## src/rtl/mdu_pkg.sv

```systemverilog
`default_nettype none
// ============================================================================
// Package     : mdu_pkg
// Description : Shared types and constants for the multiply/divide unit.
//               Operation codes, FSM state encoding, divider iteration count
//               and a two's-complement negate helper.
// Revision    : 1.0 - initial release
// ============================================================================
package mdu_pkg;

  // One quotient bit is produced per divider iteration.
  localparam int DIV_ITERS = 32;

  typedef enum logic [1:0] {
    MDU_MULT  = 2'b00,
    MDU_MULTU = 2'b01,
    MDU_DIV   = 2'b10,
    MDU_DIVU  = 2'b11
  } mdu_op_e;

  typedef enum logic [1:0] {
    S_IDLE = 2'b00,
    S_MUL  = 2'b01,
    S_DIV  = 2'b10,
    S_DONE = 2'b11
  } mdu_state_e;

  function automatic logic [31:0] neg32(input logic [31:0] v);
    return ~v + 32'd1;
  endfunction

endpackage : mdu_pkg
`default_nettype wire

```

## src/rtl/mul_div_unit_if.sv

```systemverilog
`default_nettype none
// ============================================================================
// Interface   : mul_div_unit_if
// Description : Issue/result bundle between the EX/MEM pipeline stage and
//               the multiply/divide unit, including the HI/LO write port.
//   master (issuing stage) drives : start_i, op_i, src_a_i, src_b_i, cancel_i
//   slave  (mul_div_unit)  drives : busy_o, done_o, new_hi_o, w_hi_o,
//                                   new_lo_o, w_lo_o
// Revision    : 1.0 - initial release
// ============================================================================
interface mul_div_unit_if;
  logic        start_i;
  logic [1:0]  op_i;
  logic [31:0] src_a_i;
  logic [31:0] src_b_i;
  logic        cancel_i;
  logic        busy_o;
  logic        done_o;
  logic [31:0] new_hi_o;
  logic        w_hi_o;
  logic [31:0] new_lo_o;
  logic        w_lo_o;

  modport master (
    output start_i, op_i, src_a_i, src_b_i, cancel_i,
    input  busy_o, done_o, new_hi_o, w_hi_o, new_lo_o, w_lo_o
  );

  modport slave (
    input  start_i, op_i, src_a_i, src_b_i, cancel_i,
    output busy_o, done_o, new_hi_o, w_hi_o, new_lo_o, w_lo_o
  );
endinterface : mul_div_unit_if
`default_nettype wire

```

## src/rtl/mul_div_unit_div_radix2.sv

```systemverilog
`default_nettype none
// ============================================================================
// Module      : div_radix2
// Description : Radix-2 restoring divider datapath (no FSM). Captures raw
//               operands on load_i, converts them to magnitudes in a setup
//               cycle, then produces one quotient bit per run_i cycle.
//   clk_i, rst_i  : clock, synchronous active-high reset
//   load_i        : capture operands and sign information
//   signed_i      : operands are two's complement (DIV) vs unsigned (DIVU)
//   dividend_i    : raw dividend
//   divisor_i     : raw divisor (caller guarantees non-zero)
//   run_i         : advance one step (setup or iteration)
//   last_o        : current step is the final iteration
//   quot_o/rem_o  : sign-corrected result of the current iteration; valid
//                   to capture when last_o is high
// Revision    : 1.0 - initial release
// ============================================================================
module div_radix2
  import mdu_pkg::*;
(
  input  logic        clk_i,
  input  logic        rst_i,
  input  logic        load_i,
  input  logic        signed_i,
  input  logic [31:0] dividend_i,
  input  logic [31:0] divisor_i,
  input  logic        run_i,
  output logic        last_o,
  output logic [31:0] quot_o,
  output logic [31:0] rem_o
);

  localparam int CW = $clog2(DIV_ITERS);

  logic          setup_q,    setup_d;
  logic [CW-1:0] cnt_q,      cnt_d;
  logic [31:0]   rem_q,      rem_d;
  logic [31:0]   dvd_q,      dvd_d;     // dividend, shifts out as quotient shifts in
  logic [31:0]   dvs_q,      dvs_d;
  logic          neg_quot_q, neg_quot_d;
  logic          neg_rem_q,  neg_rem_d;  // also "dividend is negative"
  logic          neg_dvs_q,  neg_dvs_d;

  logic [32:0]   shift;
  logic          ge;
  logic [31:0]   rem_next;
  logic [31:0]   quot_next;

  // Partial remainder is always below the divisor, so the shifted value
  // fits in 33 bits and a non-negative difference fits back in 32.
  always_comb begin
    shift     = {rem_q, dvd_q[31]};
    ge        = (shift >= {1'b0, dvs_q});
    rem_next  = ge ? (shift[31:0] - dvs_q) : shift[31:0];
    quot_next = {dvd_q[30:0], ge};
  end

  always_comb begin
    setup_d    = setup_q;
    cnt_d      = cnt_q;
    rem_d      = rem_q;
    dvd_d      = dvd_q;
    dvs_d      = dvs_q;
    neg_quot_d = neg_quot_q;
    neg_rem_d  = neg_rem_q;
    neg_dvs_d  = neg_dvs_q;
    if (load_i) begin
      setup_d    = 1'b1;
      cnt_d      = '0;
      rem_d      = '0;
      dvd_d      = dividend_i;
      dvs_d      = divisor_i;
      neg_quot_d = signed_i & (dividend_i[31] ^ divisor_i[31]);
      neg_rem_d  = signed_i & dividend_i[31];
      neg_dvs_d  = signed_i & divisor_i[31];
    end else if (run_i) begin
      if (setup_q) begin
        // Absolute values are taken here rather than at capture so the
        // negate stays off the operand-forwarding path into the unit.
        setup_d = 1'b0;
        dvd_d   = neg_rem_q ? neg32(dvd_q) : dvd_q;
        dvs_d   = neg_dvs_q ? neg32(dvs_q) : dvs_q;
      end else begin
        rem_d = rem_next;
        dvd_d = quot_next;
        cnt_d = cnt_q + CW'(1);
      end
    end
  end

  always_ff @(posedge clk_i) begin
    if (rst_i) begin
      setup_q    <= 1'b0;
      cnt_q      <= '0;
      rem_q      <= '0;
      dvd_q      <= '0;
      dvs_q      <= '0;
      neg_quot_q <= 1'b0;
      neg_rem_q  <= 1'b0;
      neg_dvs_q  <= 1'b0;
    end else begin
      setup_q    <= setup_d;
      cnt_q      <= cnt_d;
      rem_q      <= rem_d;
      dvd_q      <= dvd_d;
      dvs_q      <= dvs_d;
      neg_quot_q <= neg_quot_d;
      neg_rem_q  <= neg_rem_d;
      neg_dvs_q  <= neg_dvs_d;
    end
  end

  assign last_o = run_i && !setup_q && (cnt_q == CW'(DIV_ITERS - 1));
  // The most negative dividend over -1 wraps back to itself, no trap.
  assign quot_o = neg_quot_q ? neg32(quot_next) : quot_next;
  assign rem_o  = neg_rem_q  ? neg32(rem_next)  : rem_next;

endmodule : div_radix2
`default_nettype wire

```

## src/rtl/mul_div_unit.sv

```systemverilog
`default_nettype none
// ============================================================================
// Module      : mul_div_unit
// Description : Multi-cycle MULT/MULTU/DIV/DIVU unit feeding the HI/LO
//               registers. Stalls the pipeline through busy_o and emits a
//               single write pulse on completion unless cancelled.
//   clk_i, rst_i : clock, synchronous active-high reset
//   bus (slave)  : start_i/op_i/src_a_i/src_b_i/cancel_i in,
//                  busy_o/done_o/new_hi_o/w_hi_o/new_lo_o/w_lo_o out
// Revision    : 1.0 - initial release
// ============================================================================
module mul_div_unit
  import mdu_pkg::*;
(
  input  logic           clk_i,
  input  logic           rst_i,
  mul_div_unit_if.slave  bus
);

  mdu_state_e  state_q, state_d;
  mdu_op_e     op_q,    op_d;
  logic [31:0] a_q,     a_d;
  logic [31:0] b_q,     b_d;
  logic [31:0] hi_q,    hi_d;
  logic [31:0] lo_q,    lo_d;

  mdu_op_e     op_in;
  logic        accept;
  logic        div_load;
  logic        div_run;
  logic        div_last;
  logic [31:0] div_quot;
  logic [31:0] div_rem;
  logic        mul_signed;
  logic [63:0] mul_a;
  logic [63:0] mul_b;
  logic [63:0] mul_prod;
  logic        write;

  assign op_in    = mdu_op_e'(bus.op_i);
  assign accept   = (state_q == S_IDLE) && bus.start_i && !bus.cancel_i;
  assign div_load = accept && op_in[1] && (bus.src_b_i != 32'd0);
  assign div_run  = (state_q == S_DIV) && !bus.cancel_i;

  // The low 64 bits of the product of 64-bit extended operands are exact
  // for both signed and unsigned interpretations.
  always_comb begin
    mul_signed = (op_q == MDU_MULT);
    mul_a      = {{32{mul_signed & a_q[31]}}, a_q};
    mul_b      = {{32{mul_signed & b_q[31]}}, b_q};
    mul_prod   = mul_a * mul_b;
  end

  div_radix2 u_div (
    .clk_i      (clk_i),
    .rst_i      (rst_i),
    .load_i     (div_load),
    .signed_i   (op_in == MDU_DIV),
    .dividend_i (bus.src_a_i),
    .divisor_i  (bus.src_b_i),
    .run_i      (div_run),
    .last_o     (div_last),
    .quot_o     (div_quot),
    .rem_o      (div_rem)
  );

  always_comb begin
    state_d = state_q;
    op_d    = op_q;
    a_d     = a_q;
    b_d     = b_q;
    hi_d    = hi_q;
    lo_d    = lo_q;
    case (state_q)
      S_IDLE: begin
        if (accept) begin
          op_d = op_in;
          a_d  = bus.src_a_i;
          b_d  = bus.src_b_i;
          if (!op_in[1]) begin
            state_d = S_MUL;
          end else if (bus.src_b_i != 32'd0) begin
            state_d = S_DIV;
          end else begin
            // Divide by zero skips the iterations entirely.
            state_d = S_DONE;
            hi_d    = bus.src_a_i;
            lo_d    = 32'hFFFF_FFFF;
          end
        end
      end
      S_MUL: begin
        if (bus.cancel_i) begin
          state_d = S_IDLE;
        end else begin
          state_d = S_DONE;
          hi_d    = mul_prod[63:32];
          lo_d    = mul_prod[31:0];
        end
      end
      S_DIV: begin
        if (bus.cancel_i) begin
          state_d = S_IDLE;
        end else if (div_last) begin
          state_d = S_DONE;
          hi_d    = div_rem;
          lo_d    = div_quot;
        end
      end
      S_DONE:  state_d = S_IDLE;
      default: state_d = S_IDLE;
    endcase
  end

  always_ff @(posedge clk_i) begin
    if (rst_i) begin
      state_q <= S_IDLE;
      op_q    <= MDU_MULT;
      a_q     <= '0;
      b_q     <= '0;
      hi_q    <= '0;
      lo_q    <= '0;
    end else begin
      state_q <= state_d;
      op_q    <= op_d;
      a_q     <= a_d;
      b_q     <= b_d;
      hi_q    <= hi_d;
      lo_q    <= lo_d;
    end
  end

  // A cancel arriving in the DONE cycle must still kill this cycle's write.
  assign write        = (state_q == S_DONE) && !bus.cancel_i;
  assign bus.busy_o   = (state_q != S_IDLE);
  assign bus.done_o   = write;
  assign bus.w_hi_o   = write;
  assign bus.w_lo_o   = write;
  assign bus.new_hi_o = hi_q;
  assign bus.new_lo_o = lo_q;

endmodule : mul_div_unit
`default_nettype wire

```

## src/flat_wrapper.sv

```systemverilog
// flat-port wrapper written by rule: the top's interface ports become plain ports
module mul_div_unit_flat import mdu_pkg::*;
  (clk_i, rst_i, bus_start_i, bus_op_i, bus_src_a_i, bus_src_b_i, bus_cancel_i, bus_busy_o, bus_done_o, bus_new_hi_o, bus_w_hi_o, bus_new_lo_o, bus_w_lo_o);
  mul_div_unit_if bus_i ();
  input  logic clk_i;
  input  logic rst_i;
  input wire logic [$bits(bus_i.start_i)-1:0] bus_start_i;
  input wire logic [$bits(bus_i.op_i)-1:0] bus_op_i;
  input wire logic [$bits(bus_i.src_a_i)-1:0] bus_src_a_i;
  input wire logic [$bits(bus_i.src_b_i)-1:0] bus_src_b_i;
  input wire logic [$bits(bus_i.cancel_i)-1:0] bus_cancel_i;
  output wire logic [$bits(bus_i.busy_o)-1:0] bus_busy_o;
  output wire logic [$bits(bus_i.done_o)-1:0] bus_done_o;
  output wire logic [$bits(bus_i.new_hi_o)-1:0] bus_new_hi_o;
  output wire logic [$bits(bus_i.w_hi_o)-1:0] bus_w_hi_o;
  output wire logic [$bits(bus_i.new_lo_o)-1:0] bus_new_lo_o;
  output wire logic [$bits(bus_i.w_lo_o)-1:0] bus_w_lo_o;
  assign bus_i.start_i = bus_start_i;
  assign bus_i.op_i = bus_op_i;
  assign bus_i.src_a_i = bus_src_a_i;
  assign bus_i.src_b_i = bus_src_b_i;
  assign bus_i.cancel_i = bus_cancel_i;
  assign bus_busy_o = bus_i.busy_o;
  assign bus_done_o = bus_i.done_o;
  assign bus_new_hi_o = bus_i.new_hi_o;
  assign bus_w_hi_o = bus_i.w_hi_o;
  assign bus_new_lo_o = bus_i.new_lo_o;
  assign bus_w_lo_o = bus_i.w_lo_o;
  mul_div_unit u_core (.clk_i(clk_i), .rst_i(rst_i), .bus(bus_i));
endmodule
```

## config.mk

```make
export PLATFORM = sky130hd
export DESIGN_NAME = mul_div_unit_flat
export DESIGN_NICKNAME = d
export VERILOG_FILES = /design/src/rtl/mdu_pkg.sv /design/src/rtl/mul_div_unit_if.sv /design/src/rtl/mul_div_unit_div_radix2.sv /design/src/rtl/mul_div_unit.sv /design/src/flat_wrapper.sv
export SDC_FILE = /design/constraint.sdc
export NUM_CORES = 2
export LEC_CHECK = 0
export ABC_AREA = 0
export BUFFER_PORTS_ARGS = -buffer_cell sky130_fd_sc_hd__buf_2
export CAP_MARGIN = 10
export CORE_ASPECT_RATIO = 1.4
export CORE_MARGIN = 1
export CORE_UTILIZATION = 60
export DETAILED_ROUTE_END_ITERATION = 6
export GPL_TIMING_DRIVEN = 0
export PLACE_DENSITY = 0.8
export SETUP_SLACK_MARGIN = 0.05
export SYNTH_ARGS = -nofsm -noshare
export SYNTH_HDL_FRONTEND = slang
export SYNTH_SLANG_ARGS = --single-unit
```

## constraint.sdc

```tcl
create_clock -name clk_i -period 8.4 [get_ports clk_i]
set_input_delay 1.68 -clock clk_i [delete_from_list [all_inputs] [get_ports clk_i]]
set_output_delay 1.68 -clock clk_i [all_outputs]
set_load 0.05 [all_outputs]
```

Word-level counts from Yosys, hierarchy flattened
Index checks and enable logic that the tools add are counted.
Storage, ports and cells
  flip-flop bits (word level): 237
  input bits: 70
  output and inout bits: 68
  logic and storage cells: 105
Cells by class
  $add $sub $neg: 6
  multipliers: 1
  $lt $le $gt $ge: 1
  eq/ne operators: 13
  mux-type cells: 34
  bitwise gates (word level): 11
  reductions and logical operators: 25
Operator list (count)
  $mux W32: 23
  $pmux W32 S3: 2
  $add A32 B1 Y32 const B: 4
  $not A32 Y32: 4
  $mul A33 B33 Y64: 1
  $ge A33 B32 Y1: 1
  $reduce_bool A32 Y1: 1
  $sub A32 B32 Y32: 1
  $mux W2: 5
  $logic_and A1 B1 Y1: 8
  $ne A2 B2 Y1 const B: 4
  $pmux W2 S4: 1
  $reduce_and A2 Y1: 4
  $reduce_bool A2 Y1: 4
  $reduce_and A7 Y1: 1
  $eq A2 B2 Y1 const B: 3
  $add A5 B1 Y5 const B: 1
  $and A1 B1 Y1: 5
  $eq A5 B5 Y1 const B: 1
  $logic_not A2 Y1: 2
  $ne A2 B1 Y1 const B: 2
  $mux W1: 3
  $ne A3 B1 Y1 const B: 1
  $ne A3 B2 Y1 const B: 1
  7 further kinds: 8

Logic depth before layout (Yosys ltp)
  depth after elaboration: 8
  gate-level depth with buffers: 32
  depth with buffers taken out: 30

Hierarchy
Synthesis repeated with hierarchy kept, for this count alone.
Unflattened totals
  cell total of the unflattened synthesis: 6397
  area, all modules: 53344.9 um^2
By module, submodules not included
  mul_div_unit: times used 1, cells an instance 5018, area each 43730.7 um^2, sequential area each 2642.5 um^2
  div_radix2: times used 1, cells an instance 1379, area each 9614.2 um^2, sequential area each 2102.0 um^2

Worst setup path after synthesis
No wires, ideal clock.
  path type: reg-to-reg
  start: register u_core.a_q[31]
  end: register u_core.hi_q[28], in the netlist u_core.bus.new_hi_o[28]
  setup time: 0.126 ns
  arrival time: 7.849 ns
  data required time: 8.274 ns
  slack: 0.424 ns
  stages on the path, launching flop included: 30
  buffers on the path: 3
  clock period less this slack: 7.976 ns
  cells stage by stage: dfxtp_1 -> clkbuf_1 -> and2_1 -> clkbuf_1 -> nand2_1 -> inv_1 -> fa_1 -> fa_1 -> fa_1 -> inv_1 -> fa_1 -> inv_1 -> fa_1 -> fa_1 -> inv_1 -> fa_1 -> fa_1 -> inv_1 -> ha_1 -> clkbuf_1 -> nand4_1 -> nor2_1 -> and2_1 -> nand3_1 -> a21bo_2 -> a211o_1 -> a21oi_1 -> mux2_2 -> a311oi_1 -> a21oi_1
On the way
  word-level cells in the longest chain between the ends: 4
RTL lines
  start, declared: line mul_div_unit.sv:22  | logic [31:0] a_q, a_d;
  start signal, assigned: line mul_div_unit.sv:119  | a_q <= '0;
  start signal, assigned: line mul_div_unit.sv:126  | a_q <= a_d;
  $and A1 B1 Y1: line mul_div_unit.sv:49  | mul_a = {{32{mul_signed & a_q[31]}}, a_q};
  $mul A33 B33 Y64 *: line mul_div_unit.sv:51  | mul_prod = mul_a * mul_b;
  $mux W32 *: line mul_div_unit.sv:93  | if (bus.cancel_i) begin
  $pmux W32 S3 *: line mul_div_unit.sv:74  | case (state_q)
  end signal, assigned: line mul_div_unit.sv:128  | hi_q <= hi_d;
  end, declared: line mul_div_unit.sv:24  | logic [31:0] hi_q, hi_d;
Every way passes the cells marked *; elsewhere a longest branch is shown, timed or not. The select of a mux whose other input is x is not followed.
A chain may end at the register's enable or synchronous reset.

Worst setup path in the final report
  start: register u_core.a_q[31]
  end: register u_core.hi_q[27], in the netlist u_core.bus.new_hi_o[27]
The elaborated chain is that of the path after synthesis.

==> key figures <==
Global route
  • Largest net degree at the start of global routing: 22
  • Initial antenna violation count: 18
  • Vias in the first global route: 52,275
  • First-pass GRT wire length: 342,000 um
  • Total grt overflow: 0
  • All-Layer GR Usage: 53.4%

Logic synthesis
  • Mapped Cells: 6,372
  • Synthesized flop and latch total: 237
  • Sequential area share after synthesis: 8.88%
  • Post-synth cell types: 90
  • Post-synth EDFFs: 0
  • Most common flop cell mapped by yosys: dfxtp_1
  • Avg Inst Size Synth: 8.38 um^2
  • Async set-reset flop share out of synthesis: 0%
  • Synthesized net count: 7,822
  • Syn Std Cell Area: 53,400 um^2
  • Total number of yosys warnings: 0

Detailed routing
  • Final ANT Viol Nets: 0
  • Initial DRC count: 5,702
  • Via count: 49,539
  • # DRC: 10
  • Detailed Routing Iterations Pass 1: 7
  • Detailed Route WL: 236,000 um
  • Wire per inst: 30.1 um
  • Vias/cell: 6.34

Setup path
  • Arrival @ worst endpoint: 9.08 ns
  • Crit path max fanout: 10
  • Required time of the worst setup path: 8.84 ns
  • Top Family by Delay on Critical Path: adder cells
  • Critical path class: reg2reg
  • Worst path slowest cell: fa_2
  • CP peak stage delay: 0.67 ns
  • Worst setup EP type: register
  • Buf/Inv on CP: 8
  • Setup slack, reg-to-reg: -0.24 ns
  • Cell mode on critical path: fa_1
  • Startpoint types: register

Timing
  • Post-route setup TNS: -1.64 ns
  • Final Skew: 0.0188 ns
  • RSZ-0062 raised after global routing: yes
  • Relative slew slack: -3.40%
  • Smallest setup slack after layout: -0.240 ns
  • Final setup vio count: 14
  • Post-route minimum period: 8.64 ns
  • Count of pins over their slew limit: 5
  • Worst-Margin Slew: 1.53 ns
  • Final period util: 103%
  • Final hold vios: 0
  • Fmax: 116 MHz

Outcome
  • Failing checks: DRC, capacitance limit, slew limit, setup timing
  • Status: finished, violations left

Power
  • Leakage power: 27.3 nW
  • Power per cell area: 169 nW/um^2
  • Maximum VDD drop: 0.209 mV

Clock tree
  • CTS hold repair buffers: 0
  • Clk slew on worst S/H paths: 0.08 ns
  • Worst-Skew Late Latency: 0.56 ns
  • Clock buffer depth: 3
  • Clock root cell: clkbuf_16
  • Clock Sink Count: 237
  • H-Tree Level Count: 1
  • CTS tree: done
  • Cts bufs inserted: 22

Floorplan
  • Die ar.: 90,200 um^2
  • Height of the die: 355 um
  • Core footprint: 88,300 um^2
  • Die width: 254 um
  • # IOs: 138
  • Core Rows: 129
  • Initial Utilization: 60.5%

Placement
  • Cell area after placement: 55,600 um^2
  • Dpl hpwl: 188,000 um
  • Routability Congestion: 1.10
  • Port Buffer Count: 135
  • Inst Count DP: 7,687

Finish
  • Share of layout cells above drive strength 1: 11.6%
  • Fin area: 59,700 um^2
  • Area grow syn2layout: 11.7%
  • Final net count: 8,052
  • Final non-filler cell total: 7,815

Hold path
  • Worst Hold Class: reg2reg

Run
  • Max-cap violation count: 1
==> worst paths after layout <==
check,from,to,cells past startpoint
setup / recovery,u_core.a_q[31],u_core.bus.new_hi_o[27],29
hold / removal,u_core.u_div.cnt_q[4],u_core.u_div.cnt_q[4],2
setup reg to reg,u_core.a_q[31],u_core.bus.new_hi_o[27],29
hold reg to reg,u_core.u_div.cnt_q[4],u_core.u_div.cnt_q[4],2
==> logic make-up (layout without fill, tap and decap cells) <==
logic type / count (synthesis) / count (layout) / share of synthesized area, %
flip-flops: 237 / 237 / 8.88
adder cells (fa/ha/maj): 1380 / 1380 / 48.2
AO/OA/AOI/OAI: 859 / 859 / 10.6
other: 0 / 18 / 0
XOR/XNOR: 175 / 175 / 2.87
multiplexers: 32 / 32 / 0.609
buffers and inverters: 1683 / 1929 / 11.9
AND/OR/NAND/NOR: 2006 / 2006 / 17.0
==> metrics by stage <==
step / total power [W] / hold WS (ns) / utilization (%) / worst slack, ns
floorplan: 0.00544 / 0.436 / - / 0.424
global placement: 0.00795 / 0.438 / 62.9 / -2.51
detailed placement: 0.00797 / 0.447 / 63.0 / -2.71
CTS: 0.00943 / 0.467 / 66.1 / -0.0478
global route: 0.0104 / 0.483 / 67.5 / -0.376
finish: 0.0101 / 0.469 / 67.6 / -0.240
==> metal layers <==
layer	up-vias	GRT usage (%)	routed length (um)
met5	-	0.970	37
met4	6	58.8	33800
met3	1558	19.3	28200
met2	3795	80.7	104000
met1	24101	54.2	69300
li1	20079	-	-
==> cells in the mapped netlist (7+ instances only) <==
cell type	n	area, um^2
a21boi_0	7	52.6
a2111oi_0	7	61.3
a31o_2	8	70.1
o221ai_1	8	70.1
nand3b_1	12	90.1
inv_1	1272	4770
a31oi_1	33	206
fa_1	1126	22500
a221oi_1	39	342
xor2_1	58	508
o21bai_1	10	75.1
clkbuf_1	386	1450
dfxtp_1	237	4740
nor4_1	33	206
and3_1	40	250
buf_1	14	52.6
or3_1	28	175
buf_2	7	35.0
a22oi_1	8	60.1
o21ai_0	145	726
mux2i_1	28	280
nor2_1	269	1010
a311oi_1	12	105
a211oi_1	85	638
nand3_1	55	275
o41ai_1	12	105
nor3_1	72	360
nand2_1	1112	4170
and2_1	263	1650
a21o_1	62	465
o22ai_1	17	106
nand2b_1	18	113
or2_2	27	169
o31ai_1	31	233
o211ai_1	19	143
ha_1	254	3180
and4_1	10	87.6
o2111ai_1	10	87.6
nor2b_1	13	81.3
xnor2_1	117	1020
a21oi_1	250	1250
nand4_1	23	144
o21a_1	30	225
==> worst min-delay path: cells and delay by family, from the launching register on <==
| family | cells | cell delay [ns] |
|---|---|---|
| compound gates | 1 | 0.05 |
| flops | 1 | 0.32 |
| simple gates | 1 | 0.05 |
==> flip-flops by register name (all words and copies together) (netlist names) <==
name / count
u_core.a_q: 32
u_core.b_q: 32
u_core.bus.new_hi_o: 32
u_core.bus.new_lo_o: 32
u_core.u_div.dvd_q: 32
u_core.u_div.dvs_q: 32
u_core.u_div.rem_q: 32
u_core.u_div.cnt_q: 5
u_core.op_q: 2
u_core.state_q: 2
u_core.u_div.neg_dvs_q: 1
u_core.u_div.neg_quot_q: 1
u_core.u_div.neg_rem_q: 1
u_core.u_div.setup_q: 1
==> area by class of cell <==
cell class,instances,area [um^2]
Antenna cell,18,45.0
Buffer,371,2480
Clock buffer,26,607
Clock inverter,14,168
Fill cell,7182,28600
Inverter,1272,4810
Multi-Input combinational cell,4452,43400
Sequential cell,237,4890
Tap cell,1179,1480
Timing Repair Buffer,246,1760
==> timing repair <==
item | 4_1_cts | 5_1_grt
setup buffers | 52 | 56
cloned | 1 | 0
resized for setup | 543 | 271
pin swaps | 55 | 95
endpoints found under the setup margin | 37 | 31
==> cell usage in the layout, fill, tap and decap left out, types with 80 or more instances in the layout <==
cell type	n
inv_1	1246
fa_1	1100
nand2_1	1099
nor2_1	264
and2_1	261
a21oi_1	237
ha_1	227
dfxtp_1	183
clkbuf_1	172
buf_2	148
o21ai_0	127
xnor2_1	112
buf_4	99
a211oi_1	80
==> power by group <==
group / switching [W] / internal [W]
clock: 0.000557 / 0.000599
sequential: 0.000287 / 0.00129
combinational: 0.00511 / 0.00225
(Power assumes the default switching activity.)
